File: src/rtl/fixed_int26_6_accumulate_if.sv
// Ready/Data/Stop channel bundle for the 26.6 accumulator: go/done passthrough,
// term-count command, product stream and sum result.
interface fixed_int26_6_accumulate_if #(
    parameter int unsigned LEN_WIDTH = 16
);
    logic                 goValid;
    logic                 goStop;
    logic                 doneValid;
    logic                 doneStop;
    logic                 lengthReady;
    logic [LEN_WIDTH-1:0] lengthData;
    logic                 lengthStop;
    logic                 termsReady;
    logic [31:0]          termsData;
    logic                 termsStop;
    logic                 sumReady;
    logic [31:0]          sumData;
    logic                 sumOverflow;
    logic                 sumStop;

    modport master (
        output goValid, doneStop, lengthReady, lengthData, termsReady, termsData, sumStop,
        input  goStop, doneValid, lengthStop, termsStop, sumReady, sumData, sumOverflow
    );

    modport slave (
        input  goValid, doneStop, lengthReady, lengthData, termsReady, termsData, sumStop,
        output goStop, doneValid, lengthStop, termsStop, sumReady, sumData, sumOverflow
    );
endinterface

File: src/rtl/fixed_int26_6_accumulate.sv
// Sums a commanded number of signed 26.6 products into a wide accumulator and
// emits one 26.6 sum with an out-of-range flag. FIXED_ACC_SATURATE_EN clamps the sum.
module fixed_int26_6_accumulate #(
    parameter int unsigned LEN_WIDTH = 16,
    parameter int unsigned ACC_WIDTH = 48   // must be >= 32 + LEN_WIDTH so the sum cannot wrap
) (
    input  logic                        clk,
    input  logic                        srst,
    fixed_int26_6_accumulate_if.slave   bus
);
    localparam int unsigned DATA_W = 32;
    localparam int unsigned EXT_W  = ACC_WIDTH - DATA_W;

    typedef enum logic [1:0] {
        ST_IDLE   = 2'd0,
        ST_ACCUM  = 2'd1,
        ST_OUTPUT = 2'd2
    } state_t;

    state_t                 state_q, state_d;
    logic [ACC_WIDTH-1:0]   acc_q, acc_d;
    logic [LEN_WIDTH-1:0]   count_q, count_d;
    logic [DATA_W-1:0]      sum_data_q, sum_data_d;
    logic                   sum_ovf_q, sum_ovf_d;

    logic [ACC_WIDTH-1:0]   term_ext;
    logic [ACC_WIDTH-1:0]   acc_sum;
    logic [EXT_W:0]         acc_upper;
    logic                   acc_out_of_range;
    logic [DATA_W-1:0]      acc_result;

    assign bus.doneValid = bus.goValid;
    assign bus.goStop    = bus.doneStop;

    // Stops and result valid are decoded from registered state only.
    assign bus.lengthStop  = (state_q != ST_IDLE);
    assign bus.termsStop   = (state_q != ST_ACCUM);
    assign bus.sumReady    = (state_q == ST_OUTPUT);
    assign bus.sumData     = sum_data_q;
    assign bus.sumOverflow = sum_ovf_q;

    // Running sum including the term on offer, and its 32-bit presentation.
    always_comb begin
        term_ext         = {{EXT_W{bus.termsData[DATA_W-1]}}, bus.termsData};
        acc_sum          = acc_q + term_ext;
        acc_upper        = acc_sum[ACC_WIDTH-1:DATA_W-1];
        acc_out_of_range = !((&acc_upper) || !(|acc_upper));
`ifdef FIXED_ACC_SATURATE_EN
        if (acc_out_of_range) begin
            acc_result = acc_sum[ACC_WIDTH-1] ? 32'h8000_0000 : 32'h7FFF_FFFF;
        end else begin
            acc_result = acc_sum[DATA_W-1:0];
        end
`else
        acc_result = acc_sum[DATA_W-1:0];
`endif
    end

    always_ff @(posedge clk or posedge srst) begin
        if (srst) begin
            state_q    <= ST_IDLE;
            acc_q      <= '0;
            count_q    <= '0;
            sum_data_q <= '0;
            sum_ovf_q  <= 1'b0;
        end else begin
            state_q    <= state_d;
            acc_q      <= acc_d;
            count_q    <= count_d;
            sum_data_q <= sum_data_d;
            sum_ovf_q  <= sum_ovf_d;
        end
    end

    always_comb begin
        state_d    = state_q;
        acc_d      = acc_q;
        count_d    = count_q;
        sum_data_d = sum_data_q;
        sum_ovf_d  = sum_ovf_q;
        unique case (state_q)
            ST_IDLE: begin
                if (bus.lengthReady) begin
                    acc_d   = '0;
                    count_d = bus.lengthData;
                    if (bus.lengthData == '0) begin
                        state_d    = ST_OUTPUT;
                        sum_data_d = '0;
                        sum_ovf_d  = 1'b0;
                    end else begin
                        state_d = ST_ACCUM;
                    end
                end
            end
            ST_ACCUM: begin
                if (bus.termsReady) begin
                    acc_d   = acc_sum;
                    count_d = count_q - LEN_WIDTH'(1);
                    if (count_q == LEN_WIDTH'(1)) begin
                        state_d    = ST_OUTPUT;
                        sum_data_d = acc_result;
                        sum_ovf_d  = acc_out_of_range;
                    end
                end
            end
            ST_OUTPUT: begin
                if (!bus.sumStop) begin
                    state_d = ST_IDLE;
                end
            end
            default: begin
                state_d = ST_IDLE;
            end
        endcase
    end
endmodule
File: src/flat_wrapper.sv
// flat-port wrapper written by rule: the top's interface ports become plain ports
module fixed_int26_6_accumulate_flat 
#(
    parameter int unsigned LEN_WIDTH = 16,
    parameter int unsigned ACC_WIDTH = 48                                                      
)
  (clk, srst, bus_goValid, bus_doneStop, bus_lengthReady, bus_lengthData, bus_termsReady, bus_termsData, bus_sumStop, bus_goStop, bus_doneValid, bus_lengthStop, bus_termsStop, bus_sumReady, bus_sumData, bus_sumOverflow);
  fixed_int26_6_accumulate_if #(.LEN_WIDTH(LEN_WIDTH)) bus_i ();
  input  logic clk;
  input  logic srst;
  input wire logic [$bits(bus_i.goValid)-1:0] bus_goValid;
  input wire logic [$bits(bus_i.doneStop)-1:0] bus_doneStop;
  input wire logic [$bits(bus_i.lengthReady)-1:0] bus_lengthReady;
  input wire logic [$bits(bus_i.lengthData)-1:0] bus_lengthData;
  input wire logic [$bits(bus_i.termsReady)-1:0] bus_termsReady;
  input wire logic [$bits(bus_i.termsData)-1:0] bus_termsData;
  input wire logic [$bits(bus_i.sumStop)-1:0] bus_sumStop;
  output wire logic [$bits(bus_i.goStop)-1:0] bus_goStop;
  output wire logic [$bits(bus_i.doneValid)-1:0] bus_doneValid;
  output wire logic [$bits(bus_i.lengthStop)-1:0] bus_lengthStop;
  output wire logic [$bits(bus_i.termsStop)-1:0] bus_termsStop;
  output wire logic [$bits(bus_i.sumReady)-1:0] bus_sumReady;
  output wire logic [$bits(bus_i.sumData)-1:0] bus_sumData;
  output wire logic [$bits(bus_i.sumOverflow)-1:0] bus_sumOverflow;
  assign bus_i.goValid = bus_goValid;
  assign bus_i.doneStop = bus_doneStop;
  assign bus_i.lengthReady = bus_lengthReady;
  assign bus_i.lengthData = bus_lengthData;
  assign bus_i.termsReady = bus_termsReady;
  assign bus_i.termsData = bus_termsData;
  assign bus_i.sumStop = bus_sumStop;
  assign bus_goStop = bus_i.goStop;
  assign bus_doneValid = bus_i.doneValid;
  assign bus_lengthStop = bus_i.lengthStop;
  assign bus_termsStop = bus_i.termsStop;
  assign bus_sumReady = bus_i.sumReady;
  assign bus_sumData = bus_i.sumData;
  assign bus_sumOverflow = bus_i.sumOverflow;
  fixed_int26_6_accumulate #(.LEN_WIDTH(LEN_WIDTH), .ACC_WIDTH(ACC_WIDTH)) u_core (.clk(clk), .srst(srst), .bus(bus_i));
endmodule
File: config.mk
export PLATFORM = sky130hd
export DESIGN_NAME = fixed_int26_6_accumulate_flat
export DESIGN_NICKNAME = d
export VERILOG_FILES = /design/src/rtl/fixed_int26_6_accumulate_if.sv /design/src/rtl/fixed_int26_6_accumulate.sv /design/src/flat_wrapper.sv
export SDC_FILE = /design/constraint.sdc
export NUM_CORES = 1
export LEC_CHECK = 0
export CAP_MARGIN = 20
export CORE_UTILIZATION = 25
export DETAILED_ROUTE_END_ITERATION = 10
export GPL_TIMING_DRIVEN = 0
export SLEW_MARGIN = 10
export SYNTH_ARGS = -nofsm -noshare
export SYNTH_HDL_FRONTEND = slang
export SYNTH_SLANG_ARGS = --single-unit
export TNS_END_PERCENT = 30
File: constraint.sdc
create_clock -name clk -period 8.1 [get_ports clk]
set_input_delay 1.62 -clock clk [delete_from_list [all_inputs] [get_ports clk]]
set_output_delay 1.62 -clock clk [all_outputs]
set_load 0.01 [all_outputs]
==> impl_results.md, run 1 <==
- IO Pins: 93
- Largest family of logic cells by synthesized area: compound AO/OA/AOI/OAI gates
- Max-slew violation count: 0
- Clk buf depth: 2
- Clk sink count: 99
- Area Growth Syn to Fin: 24.1%
- WS Path Type: in -> reg
- Met1 usage: 0.229
- Type of element launching the critical path: input port
- Clk slew on worst S/H paths: 0.07 ns
- GR Overflow Total: 0
- Die area: 0.0280 mm^2
- Worst path buffer plus inverter count: 1
- Crit path max fanout: 17
- Iter 0 DRT Violations: 591
- Slew at the pin closest to its max-slew limit: 0.833 ns
- Most instantiated cells after synthesis: nand2_1, dfrtp_1, o21ai_0, a21oi_1, nor2_1
- Vias: 6,630
- CTS tree: done
- Residual DRC count: 0
- CP Capture Type: flip-flop
- TNS Setup: 0 ns
- Post-route minimum period: 6.00 ns
- GR Layer Usage met2: 0.265
- Leak: 3.52 nW
- Placed insts: ~1,300
- PD cells: 371 mW/mm^2
- Final Hold Viols: 0
- GP Congestion: roughly 0.9
- Die X: 167 um
- Crit path arrival time: 6.25 ns
- Synth top area share: 0.362
- Met3 Resource Use GR: 0.0243
- Syn_area_per_cell: 8.12 um^2
- Pre-CTS setup slack: about 1.8 ns
- FMAX: ~170 MHz
- Post-Syn Area: 0.00684 mm^2
- CP cell instances: clkdlybuf4s50_1 > ha_1 > a21oi_1 > o21ai_0 > a221oi_1 > o21ai_1 > a2111oi_2 > nor2_1 > xor2_1 > or3b_1 > nand4b_1 > or4_1 > a32o_1
- Post-CTS Setup Repair Bufs: 0
- Row count: 60
- Max H-tree Level: 3
- Final Non-Filler Cells: 1,290
- WL final: 22,700 um
- Root buf cell: clkbuf_16
- Flops & latches, synth: a little under 100
- Max-Cap Viols: 0
- Status: finished clean
- Final setup margin: 2.10 ns
- Hold Slack: 0.483 ns
- Asr flop ratio synth: 1.00
- Setup violators final: 0
- Num CTS Buffers: 9
- Synth area leader: dfrtp_1
- GR peak layer: met2
- Largest net degree at the start of global routing: between 70 and 80
- First-pass GRT wire length: 36,300 um
- Post-synthesis compound-gate area fraction: 0.235
- Antenna diode count: 0
- Number of synthesized flops with an enable pin: 0
- Layout cells sized above 1: 0.0337
- Synthesized Nets: 948
- Synth top area cells: dfrtp_1, nand2_1, ha_1
- RSZ-0062 raised after global routing: no
- Port bufs: 90
- Post-CTS sizing: 0
- Synth warn: 0
- Max-slew headroom: 0.443
- Nets: around 1,100
- Simple-gate share of the synthesized area: 0.214
- Starting density of the core: 0.255
- Die height: 167 um
- Slowest CP cell: clkdlybuf4s50_1
- CTS Hold Bufs: 0
- Fin crit share: 0.741
- Mux share of post-synthesis cell area: 0.0112
- Max rail drop VDD: approximately 0.17 mV
- Core Box Area: 0.0269 mm^2
- Vias per cell: 5.14
- Post-DRT Antenna Nets: 0
- Register area share after synthesis: 0.362
- Hold Path Class: reg -> reg
- Synth cell types: 60
- Tot GR Track Use: 0.166
- Worst Path Required: 8.36 ns
- Setup Skew: 0.0102 ns
- Synth Instances: 843
- Routed WL per cell: roughly 18 um
- Initial antenna violation count: 0
- Final HPWL DP: around 17,000 um
- Largest delay share family, worst path: compound AO/OA/AOI/OAI gates
- Pre-antenna DRT Iters: 5
- Total power draw: between 3 and 4 mW
- Xor/xnor share of the synthesized area: 0.0550
- Post-synth top flop: dfrtp_1
- Critical Path Max Stage Delay: 0.85 ns
- Worst skew pair latency: 0.36 ns
- Top-count cell post-synth: nand2_1
- Post-synthesis adder-cell area fraction: 0.0925
- Number of global-route vias before repair: 6,574
worst paths after layout:
check,start,end,slack [ns],cells after the start
worst max-delay path,bus_termsData[31],u_core.bus.sumOverflow$_DFFE_PP0P_,2.10,13
worst min-delay path,u_core.bus.sumData[19]$_DFFE_PP0P_,u_core.bus.sumData[19]$_DFFE_PP0P_,0.48,2
worst max register to register,u_core.acc_q[2]$_DFFE_PP0P_,u_core.bus.sumOverflow$_DFFE_PP0P_,3.89,12
worst min register to register,u_core.bus.sumData[19]$_DFFE_PP0P_,u_core.bus.sumData[19]$_DFFE_PP0P_,0.48,2
max in group asynchronous,srst,u_core.acc_q[18]$_DFFE_PP0P_,5.82,3
min in group asynchronous,srst,u_core.acc_q[38]$_DFFE_PP0P_,1.61,2
state kept, by name (all words and copies together), names as in the netlist:
signal and count:
u_core.count_q 16, u_core.state_q 2, u_core.bus.sumData 32, u_core.bus.sumOverflow 1
u_core.acc_q 48
where the power goes:
group	internal (mW)	switching, mW
sequential	0.699	0.148
combinational	0.709	1.16
clock	0.233	0.204
final cells by class:
class	count	area, um^2
clock buffer	12	267
sequential	99	2480
fill	2862	18400
clock inverter	3	21.3
inverter	18	72.6
timing repair buffer	91	928
tap	341	427
buffer	35	146
multi-input combinational	691	4150
logic make-up (layout without fill, tap and decap cells):
| group | Yosys count | count (layout) |
|---|---|---|
| AOI/OAI and AO/OA | 264 | 264 |
| xor gates and xnor gates | 43 | 43 |
| adders and majority gates | 50 | 50 |
| buffers and inverters | 53 | 159 |
| DFF | 99 | 99 |
| muxes | 7 | 7 |
| and+or+nand+nor | 327 | 327 |
worst register-to-register path: stages, from the launching register on:
cell and delay (ns):
dfrtp_1 0.40, ha_1 0.35, o211ai_1 0.10, o21bai_1 0.38, a21oi_1 0.25, o21ai_0 0.49
a21oi_1 0.21, o31a_1 0.37, xor2_1 0.24, or3b_1 0.37, nand4b_1 0.18, or4_1 0.52
a32o_1 0.25
stage by stage:
| step | utilization | cell area [um^2] |
|---|---|---|
| 4_1_cts | 0.316 | 8490 |
| 3_3_place_gp | 0.304 | 8170 |
| 2_1_floorplan | - | 6840 |
| 3_5_place_dp | 0.305 | 8200 |
| 5_1_grt | 0.316 | 8490 |
| 6_report | 0.316 | 8490 |
layout by cell type, fill, tap and decap left out, types with 16 or more instances in the layout:
master	synthesis	layout
nand2_1	167	167
xor2_1	17	17
xnor2_1	26	26
dfrtp_1	99	99
nor2_1	55	55
inv_1	17	16
clkbuf_1	31	31
o31ai_1	24	24
clkdlybuf4s50_1	0	90
o21ai_0	90	90
nand3_1	21	21
nor3_1	20	20
ha_1	49	49
a21oi_1	79	79
per-layer routing:
layer  routed length (um)  up-vias
met5                    0        -
met4                  442        0
met3                 1090       23
met2                10300      204
met1                10900     3173
li1                     -     3230
(Power assumes the default switching activity.)
==> run 2: changes to the inputs <==
clock period = 5.9 ns   (was 8.1 ns; I/O delays follow)
==> results of run 2 <==
Same layout as run 1 (identical final DEF). Status: finished clean.
Among the figures that moved: setup slack after placement 1.75 ns -> -0.00832 ns; setup slack after layout 2.10 ns -> 0.341 ns; register-to-register setup slack 3.89 ns -> 1.69 ns; total power 3.15 mW -> 4.33 mW; worst IR drop on VDD 0.168 mV -> 0.231 mV
==> run 3: changes to the inputs <==
CAP_MARGIN = not set   (was 20)
CORE_ASPECT_RATIO = 0.9   (was not set)
==> run 3 against run 2 <==
  * Total power grew 0.78%
  * Global-route usage shrank 0.54 points
  * Via count fell by 0.74%
  * Sequential power hardly changed
  * Routed wire length decreased by 2.6%
  * Critical path depth unchanged
  * First-iteration DRC count is 8.6% lower
  * Utilization increased by 0.070 points
  * Register-to-register slack worse by 0.13 ns
  * Sequential share of layout area decreased by 0.15 points
  * Non-clock buffer count is the same
==> impl_results.md, run 3 (synthesized netlist as in run 1, its figures left out) <==
- RSZ-0062 raised after global routing: no (unchanged)
- Row count: 57 (was 60)
- Status: finished clean (unchanged)
- Nets: 1,050 (unchanged)
- Largest Register: u_core.acc_q (unchanged)
- Worst skew pair latency: 0.36 ns (about the same)
- Vias: 6,581 (was 6,630)
- Hold Slack: 0.482 ns (was 0.483 ns)
- Slew at the pin closest to its max-slew limit: 0.850 ns (was 0.833 ns)
- CP Capture Type: flip-flop (unchanged)
- Port bufs: 90 (unchanged)
- Largest net degree at the start of global routing: 67 (was 72)
- Pre-antenna DRT Iters: 5 (unchanged)
- FMAX: 179 MHz (was 180 MHz)
- Post-CTS sizing: 0 (unchanged)
- Vias per cell: 5.05 (was 5.14)
- Worst Path Required: 6.15 ns (was 6.16 ns)
- WL final: 22,100 um (was 22,700 um)
- Final Hold Viols: 0 (unchanged)
- Pre-CTS setup slack: -0.00660 ns (was -0.00832 ns)
- Layout cells sized above 1: 0.0347 (was 0.0337)
- Leak: 3.54 nW (was 3.52 nW)
- Most frequent cells in the layout: nand2_1, dfrtp_1, o21ai_0, clkdlybuf4s50_1, a21oi_1 (unchanged)
- Setup Skew: 0.00786 ns (was 0.0102 ns)
- Final Non-Filler Cells: 1,304 (was 1,290)
- Num CTS Buffers: 9 (unchanged)
- Area Growth Syn to Fin: 24.7% (was 24.1%)
- Clk slew on worst S/H paths: 0.07 ns (about the same)
- Setup violators final: 0 (unchanged)
- Antenna diode count: 0 (unchanged)
- First-pass GRT wire length: 35,200 um (was 36,300 um)
- Initial antenna violation count: 0 (unchanged)
- Placed insts: 1,288 (was 1,275)
- Total power draw: 4.36 mW (was 4.33 mW)
- WS Path Type: in -> reg (unchanged)
- Most common cell after layout, fill and taps aside: nand2_1 (unchanged)
- Die area: 0.0280 mm^2 (about the same)
- Iter 0 DRT Violations: 540 (was 591)
- Max-slew headroom: 0.432 (was 0.443)
- Routed WL per cell: 17.0 um (was 17.6 um)
- Clk buf depth: 2 (unchanged)
- Type of element launching the critical path: input port (unchanged)
- Max rail drop VDD: 0.233 mV (was 0.231 mV)
- Die height: 159 um (was 167 um)
- Crit path arrival time: 5.85 ns (was 5.81 ns)
- PD cells: 511 mW/mm^2 (was 510 mW/mm^2)
- Max-Cap Viols: 0 (unchanged)
- Tot GR Track Use: 0.160 (was 0.166)
- Post-route minimum period: 5.60 ns (was 5.56 ns)
- Clk sink count: 99 (unchanged)
- CTS Hold Bufs: 0 (unchanged)
- CTS tree: done (unchanged)
- GR Overflow Total: 0 (unchanged)
- IO Pins: 93 (unchanged)
- Core Box Area: 0.0270 mm^2 (was 0.0269 mm^2)
- Number of global-route vias before repair: 6,300 (was 6,574)
- Crit path max fanout: 17 (unchanged)
- Fin crit share: 0.949 (was 0.942)
- Final HPWL DP: 17,100 um (was 17,300 um)
- Number of fill cells: 2,864 (was 2,862)
- Max FFs per register: 48 (unchanged)
- GP Congestion: 0.870 (was 0.890)
- Hold Path Class: reg -> reg (unchanged)
- Residual DRC count: 0 (unchanged)
- Die X: 176 um (was 167 um)
- Max H-tree Level: 3 (unchanged)
- Starting density of the core: 0.254 (was 0.255)
- Post-CTS Setup Repair Bufs: 0 (unchanged)
- Final setup margin: 0.302 ns (was 0.341 ns)
- Max-slew violation count: 0 (unchanged)
- Post-DRT Antenna Nets: 0 (unchanged)
- Root buf cell: clkbuf_16 (unchanged)
## run 3: power breakdown
part,internal [mW],switching [mW]
combinational,0.971,1.57
sequential,0.959,0.204
clock,0.372,0.284
## run 3: path summary, 6_finish.rpt
path,slack [ns],end,cells past startpoint,from
setup reg to reg,1.56,u_core.bus.sumOverflow$_DFFE_PP0P_,12,u_core.acc_q[8]$_DFFE_PP0P_
max in group asynchronous,4.06,u_core.acc_q[13]$_DFFE_PP0P_,3,srst
hold reg to reg,0.48,u_core.bus.sumData[26]$_DFFE_PP0P_,2,u_core.bus.sumData[26]$_DFFE_PP0P_
min in group asynchronous,1.17,u_core.acc_q[42]$_DFFE_PP0P_,2,srst
hold / removal,0.48,u_core.bus.sumData[26]$_DFFE_PP0P_,2,u_core.bus.sumData[26]$_DFFE_PP0P_
setup / recovery,0.30,u_core.bus.sumOverflow$_DFFE_PP0P_,13,bus_termsData[31]
## run 3: worst max-delay path, cell delays in order
cell             delay, ns
clkdlybuf4s50_1       0.86
ha_1                  0.60
a21oi_1               0.23
o21ai_0               0.22
a221oi_1              0.29
o21ai_1               0.14
a2111oi_2             0.56
nor2_1                0.19
xor2_1                0.22
or3b_1                0.40
nand4b_1              0.17
or4_1                 0.52
a32o_1                0.25
## run 3: layer usage
metal  share of wire  GRT usage  routed length [um]
met1            0.51      0.237               11400
met2            0.44      0.247                9760
met3           0.037     0.0253                 817
met4          0.0068     0.0274                 150
met5               0          0                   0
## run 3: area by class of cell
cell class              instances  area (um^2)  area share
multi-input cells             691         4150       0.486
flip-flops and latches         99         2480       0.290
repair buffers                 91          928       0.109
well taps                     354          443      0.0519
clock buffers                   9          225      0.0264
plain buffers                  35          146      0.0171
clock inverters                 7         91.3      0.0107
inverters                      18         72.6     0.00850
## run 3: per-stage QoR
step | util | instance area (um^2) | TNS, ns
after floorplan | - | 6840 | 0
after global placement | 0.304 | 8190 | 0
after detailed placement | 0.305 | 8220 | -0.00660
after CTS | 0.317 | 8540 | 0
after global routing | 0.317 | 8540 | 0
final | 0.317 | 8540 | 0
